## src/rtl/bfg_mux_test_sequencer.sv

```systemverilog
// rtl/bfg_mux_test_sequencer.sv - sweeps all 64 mux vectors and scores both macro implementations
module bfg_mux_test_sequencer #(
    parameter int SETTLE_W = 8
) (
    input  logic                wb_clk_i,
    input  logic                wb_rst_ni,
    input  logic                start,
    input  logic                abort,
    input  logic [SETTLE_W-1:0] settle,
    output logic [3:0]          mux_i,
    output logic [1:0]          mux_s,
    input  logic                bfg_out_i,
    input  logic                gf_out_i,
    output logic [5:0]          vec,
    output logic                busy,
    output logic                done,
    output logic                pass,
    output logic [6:0]          bfg_err_cnt,
    output logic [6:0]          gf_err_cnt,
    output logic [5:0]          first_fail_vec,
    output logic                first_fail_valid
);

    typedef enum logic [1:0] {S_IDLE, S_RUN, S_DONE} state_t;

    localparam logic [SETTLE_W-1:0] ONE = SETTLE_W'(1);

    state_t              state_q, state_d;
    logic [5:0]          vec_q, vec_d;
    logic [SETTLE_W-1:0] cnt_q, cnt_d;
    logic [SETTLE_W-1:0] n_q, n_d;
    logic [6:0]          bfg_err_q, bfg_err_d;
    logic [6:0]          gf_err_q, gf_err_d;
    logic [5:0]          ff_vec_q, ff_vec_d;
    logic                ff_valid_q, ff_valid_d;
    logic                busy_q, busy_d;
    logic                done_q, done_d;
    logic                pass_q, pass_d;

    logic [SETTLE_W-1:0] n_eff;
    logic [3:0]          data_bits;
    logic                exp_val;
    logic                bfg_bad;
    logic                gf_bad;

    // Drives come straight off the vec register so the macro sees them one edge earlier.
    assign mux_i     = vec_q[3:0];
    assign mux_s     = vec_q[5:4];
    assign data_bits = vec_q[3:0];
    assign exp_val   = data_bits[vec_q[5:4]];
    assign bfg_bad   = (bfg_out_i != exp_val);
    assign gf_bad    = (gf_out_i != exp_val);
    assign n_eff     = (settle == '0) ? ONE : settle;

    always_comb begin
        state_d    = state_q;
        vec_d      = vec_q;
        cnt_d      = cnt_q;
        n_d        = n_q;
        bfg_err_d  = bfg_err_q;
        gf_err_d   = gf_err_q;
        ff_vec_d   = ff_vec_q;
        ff_valid_d = ff_valid_q;
        busy_d     = busy_q;
        done_d     = done_q;
        pass_d     = pass_q;

        if (abort) begin
            state_d = S_IDLE;
            vec_d   = '0;
            busy_d  = 1'b0;
            done_d  = 1'b0;
            pass_d  = 1'b0;
        end else begin
            case (state_q)
                S_RUN: begin
                    if (cnt_q == ONE) begin
                        if (bfg_bad) bfg_err_d = bfg_err_q + 7'd1;
                        if (gf_bad)  gf_err_d  = gf_err_q + 7'd1;
                        if ((bfg_bad || gf_bad) && !ff_valid_q) begin
                            ff_vec_d   = vec_q;
                            ff_valid_d = 1'b1;
                        end
                        if (vec_q == 6'd63) begin
                            state_d = S_DONE;
                            busy_d  = 1'b0;
                            done_d  = 1'b1;
                            pass_d  = (bfg_err_d == 7'd0) && (gf_err_d == 7'd0);
                        end else begin
                            vec_d = vec_q + 6'd1;
                            cnt_d = n_q;
                        end
                    end else begin
                        cnt_d = cnt_q - ONE;
                    end
                end
                default: begin
                    if (start) begin
                        state_d    = S_RUN;
                        vec_d      = '0;
                        n_d        = n_eff;
                        cnt_d      = n_eff;
                        bfg_err_d  = '0;
                        gf_err_d   = '0;
                        ff_vec_d   = '0;
                        ff_valid_d = 1'b0;
                        busy_d     = 1'b1;
                        done_d     = 1'b0;
                        pass_d     = 1'b0;
                    end
                end
            endcase
        end
    end

    always_ff @(posedge wb_clk_i or negedge wb_rst_ni) begin
        if (!wb_rst_ni) begin
            state_q    <= S_IDLE;
            vec_q      <= '0;
            cnt_q      <= '0;
            n_q        <= '0;
            bfg_err_q  <= '0;
            gf_err_q   <= '0;
            ff_vec_q   <= '0;
            ff_valid_q <= 1'b0;
            busy_q     <= 1'b0;
            done_q     <= 1'b0;
            pass_q     <= 1'b0;
        end else begin
            state_q    <= state_d;
            vec_q      <= vec_d;
            cnt_q      <= cnt_d;
            n_q        <= n_d;
            bfg_err_q  <= bfg_err_d;
            gf_err_q   <= gf_err_d;
            ff_vec_q   <= ff_vec_d;
            ff_valid_q <= ff_valid_d;
            busy_q     <= busy_d;
            done_q     <= done_d;
            pass_q     <= pass_d;
        end
    end

    assign vec              = vec_q;
    assign busy             = busy_q;
    assign done             = done_q;
    assign pass             = pass_q;
    assign bfg_err_cnt      = bfg_err_q;
    assign gf_err_cnt       = gf_err_q;
    assign first_fail_vec   = ff_vec_q;
    assign first_fail_valid = ff_valid_q;

endmodule

```

## config.mk

```make
export PLATFORM = sky130hd
export DESIGN_NAME = bfg_mux_test_sequencer
export DESIGN_NICKNAME = d
export VERILOG_FILES = /design/src/rtl/bfg_mux_test_sequencer.sv
export SDC_FILE = /design/constraint.sdc
export NUM_CORES = 1
export LEC_CHECK = 0
export ABC_AREA = 1
export CORE_MARGIN = 2
export CORE_UTILIZATION = 53
export CTS_CLUSTER_DIAMETER = 30
export DETAILED_ROUTE_END_ITERATION = 7
export GPL_ROUTABILITY_DRIVEN = 0
export GPL_TIMING_DRIVEN = 0
export PLACE_DENSITY = 0.89
export SYNTH_ARGS = -nofsm -noshare
export SYNTH_HDL_FRONTEND = slang
export SYNTH_SLANG_ARGS = --single-unit
```

## constraint.sdc

```tcl
create_clock -name wb_clk_i -period 1.89 [get_ports wb_clk_i]
set_input_delay 0.567 -clock wb_clk_i [delete_from_list [all_inputs] [get_ports wb_clk_i]]
set_output_delay 0.567 -clock wb_clk_i [all_outputs]
set_load 0.01 [all_outputs]
```

## Word level (Yosys, flattened, before mapping)

Index checks and enable logic that the tools add are counted.

| storage, ports and cells | value |
|---|---|
| flip-flop bits (word level) | 48 |
| input bits | 14 |
| output and inout bits | 36 |
| word-level logic and storage cells | 94 |

| cells by class | value |
|---|---|
| $add $sub $neg | 4 |
| magnitude comparators | 1 |
| equal/unequal tests | 11 |
| muxes and demuxes | 50 |
| bitwise logic cells | 2 |
| reduce and logical (&&, ||, !) cells | 15 |

Operators with widths:

| operator | number |
|---|---|
| $mux W7 | 13 |
| $mux W6 | 8 |
| $mux W8 | 5 |
| $mux W1 | 18 |
| $reduce_and A3 Y1 | 5 |
| $add A7 B1 Y7 const B | 2 |
| $logic_not A7 Y1 | 2 |
| $ne A3 B3 Y1 const B | 4 |
| $mux W2 | 5 |
| $eq A8 B1 Y1 const B | 1 |
| $logic_not A8 Y1 | 1 |
| $sub A8 B1 Y8 const B | 1 |
| $add A6 B1 Y6 const B | 1 |
| $eq A6 B6 Y1 const B | 1 |
| $ne A2 B2 Y1 const B | 2 |
| $reduce_and A4 Y1 | 1 |
| $lt A2 B3 Y1 const B | 1 |
| $reduce_bool A3 Y1 | 1 |
| $bmux W1 S2 | 1 |
| $eq A2 B1 Y1 const B | 1 |
| $logic_and A1 B1 Y1 | 2 |
| $ne A1 B1 Y1 | 2 |
| $not A1 Y1 | 2 |
| $reduce_bool A2 Y1 | 1 |
| other kinds (2) | 2 |

## Depth between registers and ports, before layout

Gate-level depths: netlist of the first run.

| logic depth | value |
|---|---|
| word-level depth | 13 |
| depth in mapped cells | 14 |
| mapped depth without buffers | 14 |

## Worst setup path after synthesis of the first run

Ideal clock, no wire load.

| timing | value |
|---|---|
| path kind | register to register |
| from | reg cnt_q[1] |
| to | reg ff_vec_q[0] (netlist: first_fail_vec[0]) |
| library setup time | 0.119 ns |
| arrival | 1.447 ns |
| required time | 1.771 ns |
| path slack | 0.324 ns |
| cell stages (with the launch flop) | 12 |
| buffers on the path | 0 |
| period minus slack after synthesis | 1.566 ns |
| path through | dfrtp_1 > inv_1 > ha_1 > nand3_2 > nor2_8 > nand2_4 > nand2_8 > inv_4 > nor2_8 > inv_2 > nand2_1 > o21ai_2 |

| between the ends | value |
|---|---|
| cells in the longest elaborated chain, start to end | 3 |

Ends and longest elaborated chain:

| item | RTL line | source |
|---|---|---|
| start: declaration | 30 | `logic [SETTLE_W-1:0] cnt_q, cnt_d;` |
| start signal: assignment | 132 | `cnt_q <= cnt_d;` |
| $eq A8 B1 Y1 | 77 | `if (cnt_q == ONE) begin` |
| $ne A2 B2 Y1 (no source line) | -- |  |
| $reduce_and A4 Y1 (no source line) | -- |  |
| end signal: assignment | 136 | `ff_vec_q <= ff_vec_d;` |
| end: declaration | 34 | `logic [5:0] ff_vec_q, ff_vec_d;` |

Every way passes these cells.
A chain may end at the register's enable or synchronous reset.

## Worst setup path in the final report of the first run

| timing | value |
|---|---|
| from | reg bfg_err_q[1] (netlist: bfg_err_cnt[1]) |
| to | out bfg_err_cnt[1] |

RTL lines:

| item | RTL line | source |
|---|---|---|
| start: declaration | 32 | `logic [6:0] bfg_err_q, bfg_err_d;` |
| start signal: assignment | 134 | `bfg_err_q <= bfg_err_d;` |
| end: declaration | 18 | `output logic [6:0] bfg_err_cnt,` |

No word-level cell between the ends.

==> results by group, run 1 <==
Timing
  • Slew @ Worst Pin: 0.4528 ns
  • Min Clock Period, post-route: 1.870 ns
  • Clock Skews: 0.008745 ns
  • Fmax: 0.5347 GHz
  • Final hold slack: 0.1227 ns
  • Slew HR: 69.81%
  • Setup TNS: 0 ns
  • Final setup viols: 0
  • Final Hold Viols: 0
  • RSZ-0062 raised after global routing: true
  • Period utilization: 98.96%
  • Max Slew Vio Count: 0

GRT
  • Global-route wire length before repair: 11.59 mm
  • Largest net degree at the start of global routing: 38
  • Initial antenna violation count: 0
  • Total track usage: 23.80%
  • Vias in the first global route: 2,589
  • Grt ovf: 0

Critical path
  • Crit path max-delay family: buffers and inverters
  • Crit path cell chain: clkdlybuf4s50_1
  • WP data required: 1.32 ns
  • Register-to-Register Path Depth: 11
  • R2R setup slack: 0.03 ns
  • R2r endpoint: vec[5]
  • Startpoint types: register
  • Critical Path End Type: output pin
  • Worst path buffer plus inverter count: 1
  • Worst EP arrival: 1.30 ns
  • Worst Path Class, Setup: register to output pin
  • CP peak stage delay: 0.57 ns
  • Crit-path slowest cell: clkdlybuf4s50_1
  • Worst Path Max Fanout: 5
  • Start of the worst register-to-register path: vec[4]

Logic synthesis
  • Post-synth ARST share: 100.0%
  • Number of distinct library cells after synthesis: 35
  • Top-area cell type share of the netlist area: 40.74%
  • Post-synthesis compound-gate area fraction: 14.30%
  • EDFF count, synth: 0
  • Synth Warn #: 0
  • Main combinational cell family by area after synthesis: simple AND/OR/NAND/NOR gates
  • Cell count after synthesis: 361
  • Synth Area in Simple Gates: 30.78%
  • Syn Nets: 380
  • Yosys reg bits: 46
  • Register area share after synthesis: 40.74%
  • Main synth FF type: dfrtp_1
  • Xor and xnor fraction of the mapped netlist area: 3.410%
  • Multiplexer share of the synthesized area: 0%
  • Area leader, netlist: dfrtp_1
  • Mean Syn Cell Area: 7.826 um^2
  • Adder-cell area share of the yosys netlist: 2.214%
  • Synthesized area: 2825 um^2
  • Largest cells by area after synthesis: dfrtp_1 (41%), nand2_1 (12%), nand3_1 (6.9%)

Power
  • Combinational power share: 23.5%
  • Tot Pwr: 2.315 mW
  • Peak supply drop: 0.5195 mV
  • Power Internal: 1.568 mW
  • Leakage: 1.803 nW
  • Power per Cell Area: 635.5 nW/um^2
  • Switching share of total power: 32.30%
  • Clock power share: 27.5%
  • P_sw: 0.7479 mW
  • Seq pwr share: 49.0%

Detailed routing
  • DRT Pass-1 Iters: 5
  • Vias: 2,722
  • WL final: 7.089 mm
  • Vias/cell: 5.477
  • Routed len/inst: 14.26 um
  • Routed Antenna Nets: 0
  • Initial DRC Count: 225
  • DRC: 0

Place
  • PortBufs: 49
  • Cells after DPL: 481
  • Post-DP HPWL: 4.955 mm
  • Dpl cell area: 3418 um^2

Floorplan
  • Row count: 26
  • IO Count: 50
  • Core area: 5140 um^2
  • Die area: 5931 um^2
  • Chip Height: 77.01 um
  • Initial Util: 54.97%
  • Die Wd: 77.01 um

Finish
  • Final instance area: 3643 um^2
  • Area Growth Syn to Fin: 28.96%
  • Fillers: 406
  • Most frequent cells in the layout: nand2_1 (88), clkdlybuf4s50_1 (41), dfrtp_1 (39)
  • Non-Filler Instances: 497
  • Diodes inserted: 0
  • Layout cells sized above 1: 17.80%
  • Commonest non-fill, non-tap cell in the layout: nand2_1
  • Post-layout net count: 445

Run
  • MaxCap Viol Count: 0

Clock tree
  • Clock Sinks: 46
  • CTS Buffer Depth: 2
  • Hold-fix buffers, CTS: 0
  • CTS tree: built
  • CTS clk-pin slew, worst paths: 0.09 ns
  • CTS H-tree depth: 2
  • Worst-skew pair later-pin latency: 0.30 ns
  • Number of CTS-inserted buffers: 5
  • Clock root buffer: clkbuf_8

Hold path
  • Worst hold path class: input port to async pin

Status
  • Status: complete, no violations
## layout make-up
| class | count | area (um^2) | area share (%) |
|---|---|---|---|
| Multi-Input combinational cell | 258 | 1480 | 40.63 |
| Sequential cell | 46 | 1160 | 31.83 |
| Timing Repair Buffer | 58 | 574.3 | 15.76 |
| Inverter | 46 | 185.2 | 5.082 |
| Tap cell | 70 | 87.58 | 2.404 |
| Clock buffer | 7 | 86.33 | 2.370 |
| Buffer | 11 | 65.06 | 1.786 |
| Clock inverter | 1 | 5.005 | 0.1374 |
## cell families after synthesis
group,count (synthesis)
simple gates,175
compound gates,67
buf+inv,57
flops,46
xor+xnor,11
fa+ha+maj,5
## through the flow
stage	setup WS (ns)	util (%)
2_1_floorplan	0.3241	-
3_3_place_gp	-1.058	66.21
3_5_place_dp	-0.3835	66.50
4_1_cts	0.0005741	69.57
5_1_grt	-0.1023	70.89
6_report	0.01963	70.89
## flip-flops by register name, summed over array words and instances, names as in the netlist
signal	cells
vec	6
n_q	8
bfg_err_cnt	7
cnt_q	8
first_fail_valid	1
first_fail_vec	6
done	1
state_q	1
pass	1
gf_err_cnt	7
## worst max-delay path by stage
| stage | start | endpoint | cells past startpoint |
|---|---|---|---|
| 2_1_floorplan | cnt_q[1] | first_fail_vec[0] | 11 |
| 5_1_grt | cnt_q[1] | vec[5] | 9 |
| 3_5_place_dp | abort | cnt_q[6] | 7 |
| 4_1_cts | bfg_err_cnt[2] | bfg_err_cnt[2] | 1 |
| 3_3_place_gp | wb_rst_ni | n_q[7] | 1 |
| 6_report | bfg_err_cnt[1] | bfg_err_cnt[1] | 1 |
## synthesized netlist by cell type (3+ instances only)
cell      count
buf_4         6
o211ai_1      3
o21ai_1       3
nand2_4       3
inv_1        37
nand2_2      11
xor2_1       11
nor3_1        4
o22ai_1       3
nand3_1      39
o21ai_0      26
nor2_1       16
dfrtp_1      46
nand4_1       3
o21ai_2       6
a21oi_1      16
ha_1          5
a22oi_1       5
nand2_1      89
inv_2         7
## power groups by stage
stage | Sequential (mW) | Combinational (mW) | Clock (mW)
3_5_place_dp | 1.16 | 0.515 | 0
2_1_floorplan | 1.15 | 0.352 | 0
6_report | 1.13 | 0.543 | 0.637
5_1_grt | 1.15 | 0.605 | 0.684
4_1_cts | 1.13 | 0.531 | 0.636
3_3_place_gp | 1.15 | 0.495 | 0
## repair_timing
item | 4_1_cts | 5_1_grt
setup buffers | 6 | 2
endpoints found under the setup margin | 16 | 36
pin swaps | 0 | 1
endpoints found under the hold margin | 0 | 0
gates resized for setup | 10 | 17
## routing by layer
| layer | vias to the layer above | GRT usage [%] | part of all wire, % |
|---|---|---|---|
| met1 | 1286 | 31.24 | 41 |
| met3 | 20 | 3.882 | 5.8 |
| met2 | 105 | 39.04 | 51 |
| met4 | 0 | 10.36 | 2.0 |
| met5 | - | 0 | 0 |
| li1 | 1311 | - | - |
No activity file was read; power rests on OpenSTA's default activity.
==> inputs of run 2 (changes only) <==
--- a/config.mk
+++ b/config.mk
@@ -12,7 +12,7 @@
 export DETAILED_ROUTE_END_ITERATION = 7
 export GPL_ROUTABILITY_DRIVEN = 0
 export GPL_TIMING_DRIVEN = 0
-export PLACE_DENSITY = 0.89
+export PLACE_DENSITY = 0.8
 export SYNTH_ARGS = -nofsm -noshare
 export SYNTH_HDL_FRONTEND = slang
 export SYNTH_SLANG_ARGS = --single-unit
==> run 2 against run 1 <==
Utilization is the same. Clock skew shrank 0.0043 ns. Critical path type unchanged. Hold slack gained 0.014 ns. Sequential share of layout area is essentially flat. Via count shrank 1.8%. Final cell count is the same. Non-clock buffer count is the same. Setup slack gained 0.018 ns. Maximum frequency grew 0.96%.
==> results by group, run 2 (synthesized netlist as in run 1, its figures left out) <==
Critical path
  • Crit-path slowest cell: clkdlybuf4s50_1
  • Worst path buffer plus inverter count: 1 (unchanged)
  • Critical Path End Type: output pin
  • WP data required: 1.32 ns (about the same)
  • Worst Path Max Fanout: 7 (+2)
  • Crit path max-delay family: buffers and inverters
  • Startpoint types: register
  • Worst Path Class, Setup: register to output pin
  • Worst EP arrival: 1.29 ns (about the same)
  • CP peak stage delay: 0.56 ns (about the same)
  • Crit path cell chain: clkdlybuf4s50_1

GRT
  • Grt ovf: 0 (unchanged)
  • Initial antenna violation count: 0 (unchanged)
  • Vias in the first global route: 2,475 (-4.4%)
  • Total track usage: 23.99% (+0.19 points)
  • Global-route wire length before repair: 11.48 mm (-0.90%)
  • Largest net degree at the start of global routing: 37 (-2.6%)

Clock tree
  • Hold-fix buffers, CTS: 0 (unchanged)
  • CTS H-tree depth: 2 (unchanged)
  • CTS clk-pin slew, worst paths: 0.08 ns (about the same)
  • CTS tree: built
  • CTS Buffer Depth: 2 (unchanged)
  • Number of CTS-inserted buffers: 5 (unchanged)
  • Clock root buffer: clkbuf_8
  • Worst-skew pair later-pin latency: 0.29 ns (about the same)
  • Clock Sinks: 46 (unchanged)

Finish
  • FF/Latch Area: 1161 um^2 (+0.11%)
  • Final instance area: 3643 um^2 (unchanged)
  • Top Registers: cnt_q (8), n_q (8)
  • Most frequent cells in the layout: nand2_1 (87), clkdlybuf4s50_1 (41), nand3_1 (38), dfrtp_1 (38), inv_1 (36)
  • Fillers: 446 (+9.9%)
  • Final Util: 70.89% (unchanged)
  • Area Growth Syn to Fin: 28.96% (unchanged)
  • Post-layout net count: 446 (+0.22%)
  • Layout cells sized above 1: 18.50% (+0.70 points)
  • Commonest non-fill, non-tap cell in the layout: nand2_1
  • Diodes inserted: 0 (unchanged)
  • Multi-input gate area: 1499 um^2 (+1.3%)

Timing
  • Clock Skews: 0.004450 ns (-0.004295 ns)
  • Final setup viols: 0 (unchanged)
  • Max Slew Vio Count: 0 (unchanged)
  • Fmax: 0.5398 GHz (+0.96%)
  • Min Clock Period, post-route: 1.853 ns (-0.01770 ns)
  • Setup slack after layout: 0.03733 ns (+0.01770 ns)
  • Final Hold Viols: 0 (unchanged)
  • Slew HR: 70.50% (+0.69 points)
  • Slew @ Worst Pin: 0.4425 ns (-0.01038 ns)
  • Period utilization: 98.02% (-0.94 points)
  • RSZ-0062 raised after global routing: true

Place
  • Dpl cell area: 3418 um^2 (unchanged)
  • Worst slack, placed: -0.4076 ns (-0.02407 ns)
  • PortBufs: 49 (unchanged)
  • Post-DP HPWL: 4.848 mm (-2.2%)

Detailed routing
  • WL final: 6.725 mm (-5.1%)
  • Initial DRC Count: 182 (-19%)
  • Routed Antenna Nets: 0 (unchanged)
  • Vias/cell: 5.380 (-1.8%)
  • Routed len/inst: 13.53 um (-5.1%)
  • Vias: 2,674 (-1.8%)
  • DRC: 0 (unchanged)
  • DRT Pass-1 Iters: 4 (-1)

Run
  • MaxCap Viol Count: 0 (unchanged)

Floorplan
  • Die area: 5931 um^2 (unchanged)
  • Chip Height: 77.01 um (unchanged)
  • IO Count: 50 (unchanged)
  • Row count: 26 (unchanged)
  • Initial Util: 54.97% (unchanged)
  • Core area: 5140 um^2 (unchanged)
  • Die Wd: 77.01 um (unchanged)

Power
  • Leakage: 1.770 nW (-1.8%)
  • Peak supply drop: 0.4621 mV (-11%)
  • Power per Cell Area: 620.0 nW/um^2 (-2.4%)
  • Tot Pwr: 2.259 mW (-2.4%)

Hold path
  • Worst hold path class: input port to async pin

Status
  • Status: complete, no violations
-- run 2: cell types whose count changed in the layout (fill, tap and decap cells not counted), sizes merged --
cell / delta
clkbuf: -2
clkinv: +1
dlygate4sd2: +2
dlymetal6s2s: -2
nor2: +1
-- run 2: metal layers --
| layer | share of wire, % | up-vias | track usage (%) |
|---|---|---|---|
| met5 | 0 | - | 0 |
| met4 | 1.7 | 0 | 7.679 |
| met3 | 4.8 | 9 | 3.765 |
| met2 | 48 | 76 | 38.51 |
| met1 | 46 | 1271 | 33.46 |
| li1 | - | 1318 | - |
-- run 2: worst register-to-register path: cells and delay by family, from the launching register on --
kind,cells,cell delay [ns]
flops,1,0.40
compound gates,2,0.29
simple gates,7,0.70
buf+inv,2,0.26
-- run 2: power breakdown --
| group | switching (mW) | leakage [nW] | internal [mW] | total, mW |
|---|---|---|---|---|
| Combinational | 0.351 | 1.13 | 0.203 | 0.554 |
| Clock | 0.319 | 0.0438 | 0.249 | 0.568 |
| Sequential | 0.0637 | 0.593 | 1.07 | 1.14 |
| Total | 0.734 | 1.77 | 1.53 | 2.26 |
-- run 2: worst paths after layout --
path                          startpoint                to  slack, ns  cells after the start
max in group asynchronous      wb_rst_ni        state_q[0]       1.25                      2
setup / recovery           gf_err_cnt[4]     gf_err_cnt[4]       0.04                      1
min in group wb_clk_i             n_q[5]            n_q[5]       0.49                      2
hold reg to reg                   n_q[5]            n_q[5]       0.49                      2
setup reg to reg                  vec[4]  first_fail_valid       0.14                     11
hold / removal                 wb_rst_ni     gf_err_cnt[5]       0.14                      1
-- run 2: repair_timing --
action | CTS | global route
cloned | 0 | 1
pin swaps | 0 | 5
resized for setup | 13 | 17
setup endpoints to repair | 17 | 29
buffers inserted | 6 | 2
-- run 2: metrics by stage --
stage | instances | hold WS (ns) | setup TNS, ns
finish | 497 | 0.1367 | 0
global route | 497 | 0.1460 | -0.04397
CTS | 494 | 0.1423 | 0
detailed placement | 481 | 0.4639 | -8.200
global placement | 480 | 0.4580 | -56.12
floorplan | 361 | 0.2714 | 0
-- run 2: final cells by class --
cell class	instances	share of cell area (%)
repair buffers	58	15.56
multi-input cells	259	41.14
clock buffers	5	1.889
inverters	46	5.082
clock inverters	2	0.2747
plain buffers	11	1.786
flip-flops and latches	46	31.87
well taps	70	2.404
==> inputs of run 3 (changes only) <==
--- a/config.mk
+++ b/config.mk
@@ -13,6 +13,7 @@
 export GPL_ROUTABILITY_DRIVEN = 0
 export GPL_TIMING_DRIVEN = 0
 export PLACE_DENSITY = 0.8
+export RECOVER_POWER = 50
 export SYNTH_ARGS = -nofsm -noshare
 export SYNTH_HDL_FRONTEND = slang
 export SYNTH_SLANG_ARGS = --single-unit
==> run 3 against run 2 <==
Clock skew up 0.0047 ns. Combinational power about the same. First-iteration DRC count fell by 18%. Register-to-register slack about the same. Sequential power about the same. Sequential cell count is the same. Global-route usage did not move. Clock-buffer cell count did not move. Largest cell class unchanged.
==> results by group, run 3 (synthesized netlist as in run 1, its figures left out) <==
Place
  • Post-DP HPWL: 4.848 mm (unchanged)
  • PortBufs: 49 (unchanged)
  • Cells after DPL: 481 (unchanged)

Finish
  • Area Growth Syn to Fin: 28.21%
  • FF/Latch Area: 1161 um^2 (unchanged)
  • Fillers: 448 (+0.45%)
  • Final Util: 70.47% (-0.41 points)
  • Diodes inserted: 0 (unchanged)
  • Commonest non-fill, non-tap cell in the layout: nand2_1
  • Top Registers: cnt_q (8), n_q (8)
  • Non-Filler Instances: 497 (unchanged)
  • Multi-input gate area: 1499 um^2 (unchanged)
  • Most frequent cells in the layout: nand2_1 (87), clkdlybuf4s50_1 (40), nand3_1 (38), dfrtp_1 (38), inv_1 (36)
  • Post-layout net count: 446 (unchanged)
  • Layout cells sized above 1: 18.27% (-0.23 points)

Timing
  • Final setup viols: 0 (unchanged)
  • RSZ-0062 raised after global routing: true
  • Fmax: 0.5369 GHz (-0.52%)
  • Clock Skews: 0.009120 ns (+0.004671 ns)
  • Slew @ Worst Pin: 0.8863 ns (+0.4438 ns)
  • Max Slew Vio Count: 0 (unchanged)
  • Slew HR: 40.91% (-30 points)
  • Period utilization: 98.54% (+0.51 points)
  • Min Clock Period, post-route: 1.862 ns (+0.009706 ns)
  • Final Hold Viols: 0 (unchanged)

Critical path
  • R2R setup slack: 0.14 ns (about the same)
  • Worst Path Class, Setup: register to output pin
  • Crit path max-delay family: buffers and inverters
  • Worst EP arrival: 1.30 ns (about the same)
  • R2r endpoint: first_fail_valid
  • Worst path buffer plus inverter count: 1 (unchanged)
  • End point of the critical path: gf_err_cnt[4]
  • Worst Path Max Fanout: 7 (unchanged)
  • Crit-path slowest cell: clkdlybuf4s50_1
  • CP peak stage delay: 0.56 ns (about the same)
  • WP data required: 1.32 ns (about the same)
  • CP Launch Point: gf_err_cnt[4]
  • Start of the worst register-to-register path: vec[4]
  • Crit path cell chain: clkdlybuf4s50_1
  • Register-to-Register Path Depth: 11 (unchanged)
  • Startpoint types: register
  • Critical Path End Type: output pin
  • CP Depth: 1 (unchanged)

Power
  • Peak supply drop: 0.4632 mV (+0.25%)
  • Leakage: 1.725 nW (-2.6%)
  • Power per Cell Area: 625.9 nW/um^2 (+0.95%)

Floorplan
  • IO Count: 50 (unchanged)
  • Initial Util: 54.97% (unchanged)
  • Die Wd: 77.01 um (unchanged)
  • Row count: 26 (unchanged)
  • Die area: 5931 um^2 (unchanged)
  • Core area: 5140 um^2 (unchanged)
  • Chip Height: 77.01 um (unchanged)

Run
  • MaxCap Viol Count: 0 (unchanged)

Clock tree
  • Clock root buffer: clkbuf_8
  • CTS H-tree depth: 2 (unchanged)
  • Worst-skew pair later-pin latency: 0.30 ns (about the same)
  • CTS tree: built
  • Number of CTS-inserted buffers: 5 (unchanged)
  • Clock Sinks: 46 (unchanged)
  • CTS Buffer Depth: 2 (unchanged)
  • CTS clk-pin slew, worst paths: 0.09 ns (about the same)

GRT
  • Vias in the first global route: 2,475 (unchanged)
  • Initial antenna violation count: 0 (unchanged)
  • Largest net degree at the start of global routing: 37 (unchanged)
  • Total track usage: 23.99% (unchanged)
  • Grt ovf: 0 (unchanged)
  • Global-route wire length before repair: 11.48 mm (unchanged)

Status
  • Status: complete, no violations

Detailed routing
  • DRC: 0 (unchanged)
  • Initial DRC Count: 149 (-18%)
  • Routed Antenna Nets: 0 (unchanged)
  • WL final: 6.786 mm (+0.91%)
  • Vias/cell: 5.394 (+0.26%)
  • Routed len/inst: 13.65 um (+0.91%)
  • DRT Pass-1 Iters: 4 (unchanged)
  • Vias: 2,681 (+0.26%)

Hold path
  • Worst hold path class: input port to async pin
[run 3: changes by cell type in the layout (fill, tap and decap cells not counted)]
cell / change
clkdlybuf4s25_1: +2
clkbuf_1: +1
buf_2: -2
dlymetal6s2s_1: -2
buf_4: -1
clkbuf_4: +1
dlygate4sd3_1: +1
clkdlybuf4s50_1: -1
clkbuf_2: +2
buf_12: -1
[run 3: layout make-up]
cell class | count | share of cell area (%)
Multi-Input combinational cell | 259 | 41.38
Sequential cell | 46 | 32.06
Tap cell | 70 | 2.418
Buffer | 11 | 1.796
Inverter | 46 | 5.112
Clock inverter | 2 | 0.2763
Timing Repair Buffer | 58 | 15.06
Clock buffer | 5 | 1.900
[run 3: through the flow]
stage | instance area [um^2] | setup TNS [ns] | hold WS (ns) | setup slack (ns) | power (mW)
2_1_floorplan | 2825 | 0 | 0.2714 | 0.3241 | 1.497
3_3_place_gp | 3403 | -56.12 | 0.4580 | -1.049 | 1.652
3_5_place_dp | 3418 | -8.200 | 0.4639 | -0.4076 | 1.673
4_1_cts | 3562 | 0 | 0.1423 | 0.002044 | 2.248
5_1_grt | 3622 | -0.1023 | 0.2809 | -0.04397 | 2.395
6_report | 3622 | 0 | 0.2326 | 0.02762 | 2.267
[run 3: worst min-delay path by stage]
stage,from,to,depth (start not counted)
floorplan,wb_rst_ni,bfg_err_cnt[0],0
global placement,n_q[0],n_q[0],2
detailed placement,wb_rst_ni,gf_err_cnt[4],1
CTS,wb_rst_ni,gf_err_cnt[5],1
global route,wb_rst_ni,gf_err_cnt[5],1
finish,wb_rst_ni,gf_err_cnt[5],1
[run 3: layer usage]
metal	share of wire, %	global-route usage (%)	routed length, um
met5	0	0	0
met4	1.7	7.679	114
met3	4.7	3.765	321
met2	47	38.51	3161
met1	47	33.46	3189
[run 3: power by group]
part           internal, mW  switching (mW)  leakage, nW  total (mW)
registers              1.07          0.0632        0.593        1.14
clock network         0.249           0.331       0.0438       0.580
logic                 0.199           0.352         1.09       0.551
[run 3: repair_timing]
| item | CTS | global route |
|---|---|---|
| pin swaps | 0 | 5 |
| endpoints found under the hold margin | 0 | 0 |
| resized for setup | 13 | 17 |
| buffers inserted | 6 | 2 |
| gates cloned | 0 | 1 |
| setup endpoints to repair | 17 | 29 |
| hold buffers | 0 | 0 |
